--- config.mk ---
export PLATFORM = sky130hd
export DESIGN_NAME = regfile_check_ctrl
export DESIGN_NICKNAME = d
export VERILOG_FILES = /design/src/rtl/regfile_check_ctrl.sv
export SDC_FILE = /design/constraint.sdc
export NUM_CORES = 1
export LEC_CHECK = 0
export BUFFER_PORTS_ARGS = -buffer_cell sky130_fd_sc_hd__buf_2
export CORE_AREA = 2 2 116 118
export CTS_CLUSTER_SIZE = 16
export DETAILED_ROUTE_END_ITERATION = 6
export DIE_AREA = 0 0 118 120
export GPL_TIMING_DRIVEN = 0
export PLACE_DENSITY = 0.59
export SETUP_SLACK_MARGIN = 0.15
export SLEW_MARGIN = 20
export SYNTH_ARGS = -nofsm -noshare
export SYNTH_HDL_FRONTEND = slang
export SYNTH_SLANG_ARGS = --single-unit
export TNS_END_PERCENT = 5
--- constraint.sdc ---
create_clock -name clock -period 2.6 [get_ports clock]
set_input_delay 0.26 -clock clock [delete_from_list [all_inputs] [get_ports clock]]
set_output_delay 0.26 -clock clock [all_outputs]
set_load 0.01 [all_outputs]
--- src/rtl/regfile_check_ctrl.sv ---
// Post-run regfile checker. It runs the CPU for a set cycle budget, then takes
// over read port A and compares every register against an expected-value table.
module regfile_check_ctrl #(
  parameter int NUM_REGS = 32,
  parameter int CYC_W    = 10,
  parameter int ERR_W    = 6
) (
  input  logic             clock,
  input  logic             reset,
  input  logic             start,
  input  logic [CYC_W-1:0] num_cycles,
  input  logic [4:0]       cpu_rs1,
  output logic [4:0]       rs1_out,
  input  logic [31:0]      regA,
  output logic             cpu_run,
  output logic             test_mode,
  output logic             exp_req,
  output logic [4:0]       exp_idx,
  input  logic             exp_ack,
  input  logic             exp_valid,
  input  logic [31:0]      exp_data,
  output logic             busy,
  output logic             done,
  output logic             pass,
  output logic [ERR_W-1:0] err_count,
  output logic             fail_valid,
  output logic [4:0]       fail_reg,
  output logic [31:0]      fail_actual
);

  localparam logic [4:0] LAST_IDX = 5'(NUM_REGS - 1);

  typedef enum logic [2:0] {
    S_IDLE,
    S_RUN,
    S_FETCH,
    S_SETTLE,
    S_COMPARE,
    S_NEXT,
    S_DONE
  } state_t;

  state_t           state, state_nx;
  logic [CYC_W-1:0] cyc_left;
  logic [4:0]       scan_idx;
  logic [31:0]      exp_q;

  always_ff @(posedge clock or negedge reset) begin
    if (!reset) state <= S_IDLE;
    else        state <= state_nx;
  end

  always_comb begin
    state_nx = state;
    unique case (state)
      S_IDLE, S_DONE: if (start) state_nx = (num_cycles != '0) ? S_RUN : S_FETCH;
      S_RUN:          if (cyc_left == CYC_W'(1)) state_nx = S_FETCH;
      S_FETCH:        if (exp_ack) state_nx = exp_valid ? S_SETTLE : S_NEXT;
      S_SETTLE:       state_nx = S_COMPARE;
      S_COMPARE:      state_nx = S_NEXT;
      S_NEXT:         state_nx = (scan_idx == LAST_IDX) ? S_DONE : S_FETCH;
      default:        state_nx = S_IDLE;
    endcase
  end

  always_comb begin
    cpu_run   = (state == S_RUN);
    exp_req   = (state == S_FETCH);
    done      = (state == S_DONE);
    busy      = (state != S_IDLE) && (state != S_DONE);
    test_mode = (state != S_IDLE) && (state != S_RUN);
    pass      = done && (err_count == '0);
    exp_idx   = scan_idx;
    rs1_out   = test_mode ? scan_idx : cpu_rs1;
  end

  always_ff @(posedge clock or negedge reset) begin
    if (!reset) begin
      cyc_left    <= '0;
      scan_idx    <= '0;
      exp_q       <= '0;
      err_count   <= '0;
      fail_valid  <= 1'b0;
      fail_reg    <= '0;
      fail_actual <= '0;
    end else begin
      fail_valid <= 1'b0;
      unique case (state)
        S_IDLE, S_DONE: begin
          if (start) begin
            cyc_left  <= num_cycles;
            err_count <= '0;
            scan_idx  <= '0;
          end
        end
        S_RUN:   cyc_left <= cyc_left - CYC_W'(1);
        S_FETCH: if (exp_ack) exp_q <= exp_data;
        S_COMPARE: begin
          // regA has had the whole SETTLE cycle to follow rs1_out = scan_idx.
          if (regA != exp_q) begin
            err_count   <= err_count + ERR_W'(1);
            fail_valid  <= 1'b1;
            fail_reg    <= scan_idx;
            fail_actual <= regA;
          end
        end
        S_NEXT:  if (scan_idx != LAST_IDX) scan_idx <= scan_idx + 5'd1;
        default: ;
      endcase
    end
  end

endmodule

==> summary.md <==
| Metric | Value |
|---|---|
| Outcome | completed |
| Ys async rst share | 1.00 |
| Fin. Hold Viols | 0 |
| Number of synthesized flops with an enable pin | 0 |
| Clock sink count | 94 |
| Grt peak-use layer | met2 |
| Initial Util | 0.350 |
| Die W | 118 um |
| Slew HR | 0.680 |
| MaxCap Viol Count | 0 |
| Worst Hold Class | input pin to register |
| Most common cell in the netlist | dfrtp_1 |
| Placer congestion estimate | 0.915 |
| WP data required | 2.83 ns |
| Final setup skew | 0.00885 ns |
| R2R setup slack | 0.28 ns |
| Nets@finish | 625 |
| Critical path origin | exp_q[7] |
| Largest regs | exp_q: 32 flops, fail_actual: 32 flops, cyc_left: 10 flops |
| HPWL Detailed | 8.55 mm |
| CTS Buf Count | 9 |
| Crit path max fanout | 10 |
| Worst reg2reg path endpoint | fail_reg[1] |
| First-pass GRT wire length | 18.1 mm |
| Power Density | 1120 mW/mm2 |
| WL/cell | 15.4 um |
| Global route overflow | 0 |
| Peak supply drop | 0.513 mV |
| Std-Cell Rows | 42 |
| DRC errors left | 0 |
| Global routing usage on met2 | 0.259 |
| R2R Path Start | exp_q[7] |
| CTS max path bufs | 2 |
| Setup_tns | 0 ns |
| Critical Path AT | 2.54 ns |
| Slew @ Worst Pin | 0.479 ns |
| Synthesized area | 0.00455 mm2 |
| Final Power | 6570 uW |
| Post-route ant nets | 0 |
| Via count | 3479 |
| Io pins | 144 |
| N_diodes | 0 |
| Crit end category | register |
| # port buffers | 143 |
| Avg Inst Size Synth | 12.1 um2 |
| Initial antenna violation count | 0 |
| CTS Root Cell | clkbuf_16 |
| Register area share after synthesis | 0.517 |
| Vias per cell | 4.86 |
| DRT Wirelength | 11.1 mm |
| Post-Synthesis Net Count | 467 |
| Setup CP Type | register to register |
| Pins Over Slew Limit | 0 |
| Clk Latency, worst-skew pair | 0.35 ns |
| Core Area | 0.0130 mm2 |
| Layout cells sized above 1 | 0.385 |
| Die height | 120 um |
| Hold path cells | 2 |
| Post-synth top cells | dfrtp_1 (94), mux2_1 (47), xor2_1 (32), mux2_2 (29) |
| Met1 Resource Use GR | 0.206 |
| Leading area contributor after synthesis | dfrtp_1 |
| Met3 GRT Util | 0.0518 |
| Clock slew at reported path FFs | 0.07 ns |
| CP Launch Type | register |
| Worst setup endpoint | fail_reg[1] |
| Yosys cell types | 48 |
| Pin count of the biggest net entering global routing | 55 |
| Area grow syn2layout | 29.2% |
| DR iter-0 viols | 181 |
| Yosys top cell area share | 0.517 |
| #FFs+latches synth | 94 |
| Die ar. | 0.0142 mm2 |
| CTS tree | yes |
| Fmax | 432 MHz |
| Tcrit/Tclk final | 0.891 |
| Detailed Routing Iterations Pass 1 | 4 |
| Synth Instances | 377 |
| Main synth FF type | dfrtp_1 |
| Fin crit period | 2.32 ns |
| Vias in the first global route | 3641 |
| Final setup fails | 0 |
| Gr usage total | 0.162 |
| Synth warnings | 0 |
| H-tree levels | 3 |
| Synth area leaders | dfrtp_1 (52%), mux2_1 (12%), mux2_2 (7.2%), xor2_1 (6.2%), ha_1 (1.7%) |
| FF-to-FF path depth | 7 |
| RSZ-0062 raised after global routing | yes |
| Leakage power | 0.00285 uW |
per-stage QoR:
stage	utilization	std cells	setup WS [ns]	hold slack (ns)	area, um2
after floorplan	-	377	0.635	-0.0356	4550
after global placement	0.422	696	0.0445	0.470	5480
after detailed placement	0.425	697	-0.00147	0.211	5520
after CTS	0.452	716	0.205	0.115	5870
after global routing	0.453	716	0.122	0.136	5870
final	0.453	716	0.284	0.126	5870
how the worst min path moves through the flow:
stage | to | startpoint
final | exp_q[5] | exp_data[5]
after global routing | exp_q[12] | exp_data[12]
after CTS | exp_q[12] | exp_data[12]
after detailed placement | state[2] | reset
after global placement | fail_actual[20] | fail_actual[20]
after floorplan | cyc_left[0] | reset
cell usage in the layout, fill, tap and decap left out, drive strengths merged, types with 4 or more instances in the layout:
| cell | instances |
|---|---|
| a21oi | 10 |
| buf | 156 |
| inv | 18 |
| ha | 6 |
| nand2 | 13 |
| nor3 | 7 |
| nand2b | 5 |
| nor2 | 17 |
| a311oi | 4 |
| o31ai | 5 |
| nand3 | 8 |
| nor4 | 12 |
| clkbuf | 15 |
| mux2 | 76 |
| dfrtp | 94 |
| xor2 | 32 |
| o21ai | 16 |
| mux2i | 5 |
power by group:
group / total [uW] / internal, uW / switching, uW
Clock: 1430 / 844 / 586
Combinational: 2590 / 1230 / 1360
Sequential: 2550 / 2120 / 424
cell families (layout without fill, tap and decap cells):
| family | Yosys count | after routing | share of synthesized area |
|---|---|---|---|
| flops | 94 | 94 | 0.517 |
| mux | 81 | 81 | 0.199 |
| simple gates | 81 | 81 | 0.0952 |
| compound gates | 49 | 49 | 0.0729 |
| xor+xnor | 33 | 33 | 0.0636 |
| buf+inv | 33 | 196 | 0.0352 |
| fa+ha+maj | 6 | 6 | 0.0165 |
timing repair:
item	4_1_cts	5_1_grt
endpoints found under the setup margin	15	10
endpoints found under the hold margin	40	0
resized for setup	1	1
pin swaps	2	0
hold buffers	1	0
setup buffers	2	0
worst max-delay path: stages (launching register included):
cell and delay (ns):
dfrtp_1 0.39, xor2_1 0.17, nor4_1 0.43, nand4_1 0.21
o21ai_2 0.26, buf_6 0.21, buf_6 0.19, mux2_1 0.34
area by class of cell:
cell class	count	area, um2
multi-input cells	250	2050
plain buffers	16	96.3
clock buffers	9	225
inverters	17	63.8
clock inverters	7	96.3
fillers	1262	7110
flip-flops and latches	94	2350
repair buffers	147	774
well taps	176	220
metal layers:
metal,vias up,part of all wire,wire length [um]
li1,1671,-,-
met4,0,0.015,167
met5,-,0,0
met2,124,0.46,5100
met1,1672,0.44,4880
met3,12,0.082,901
No activity file was read; power rests on OpenSTA's default activity.
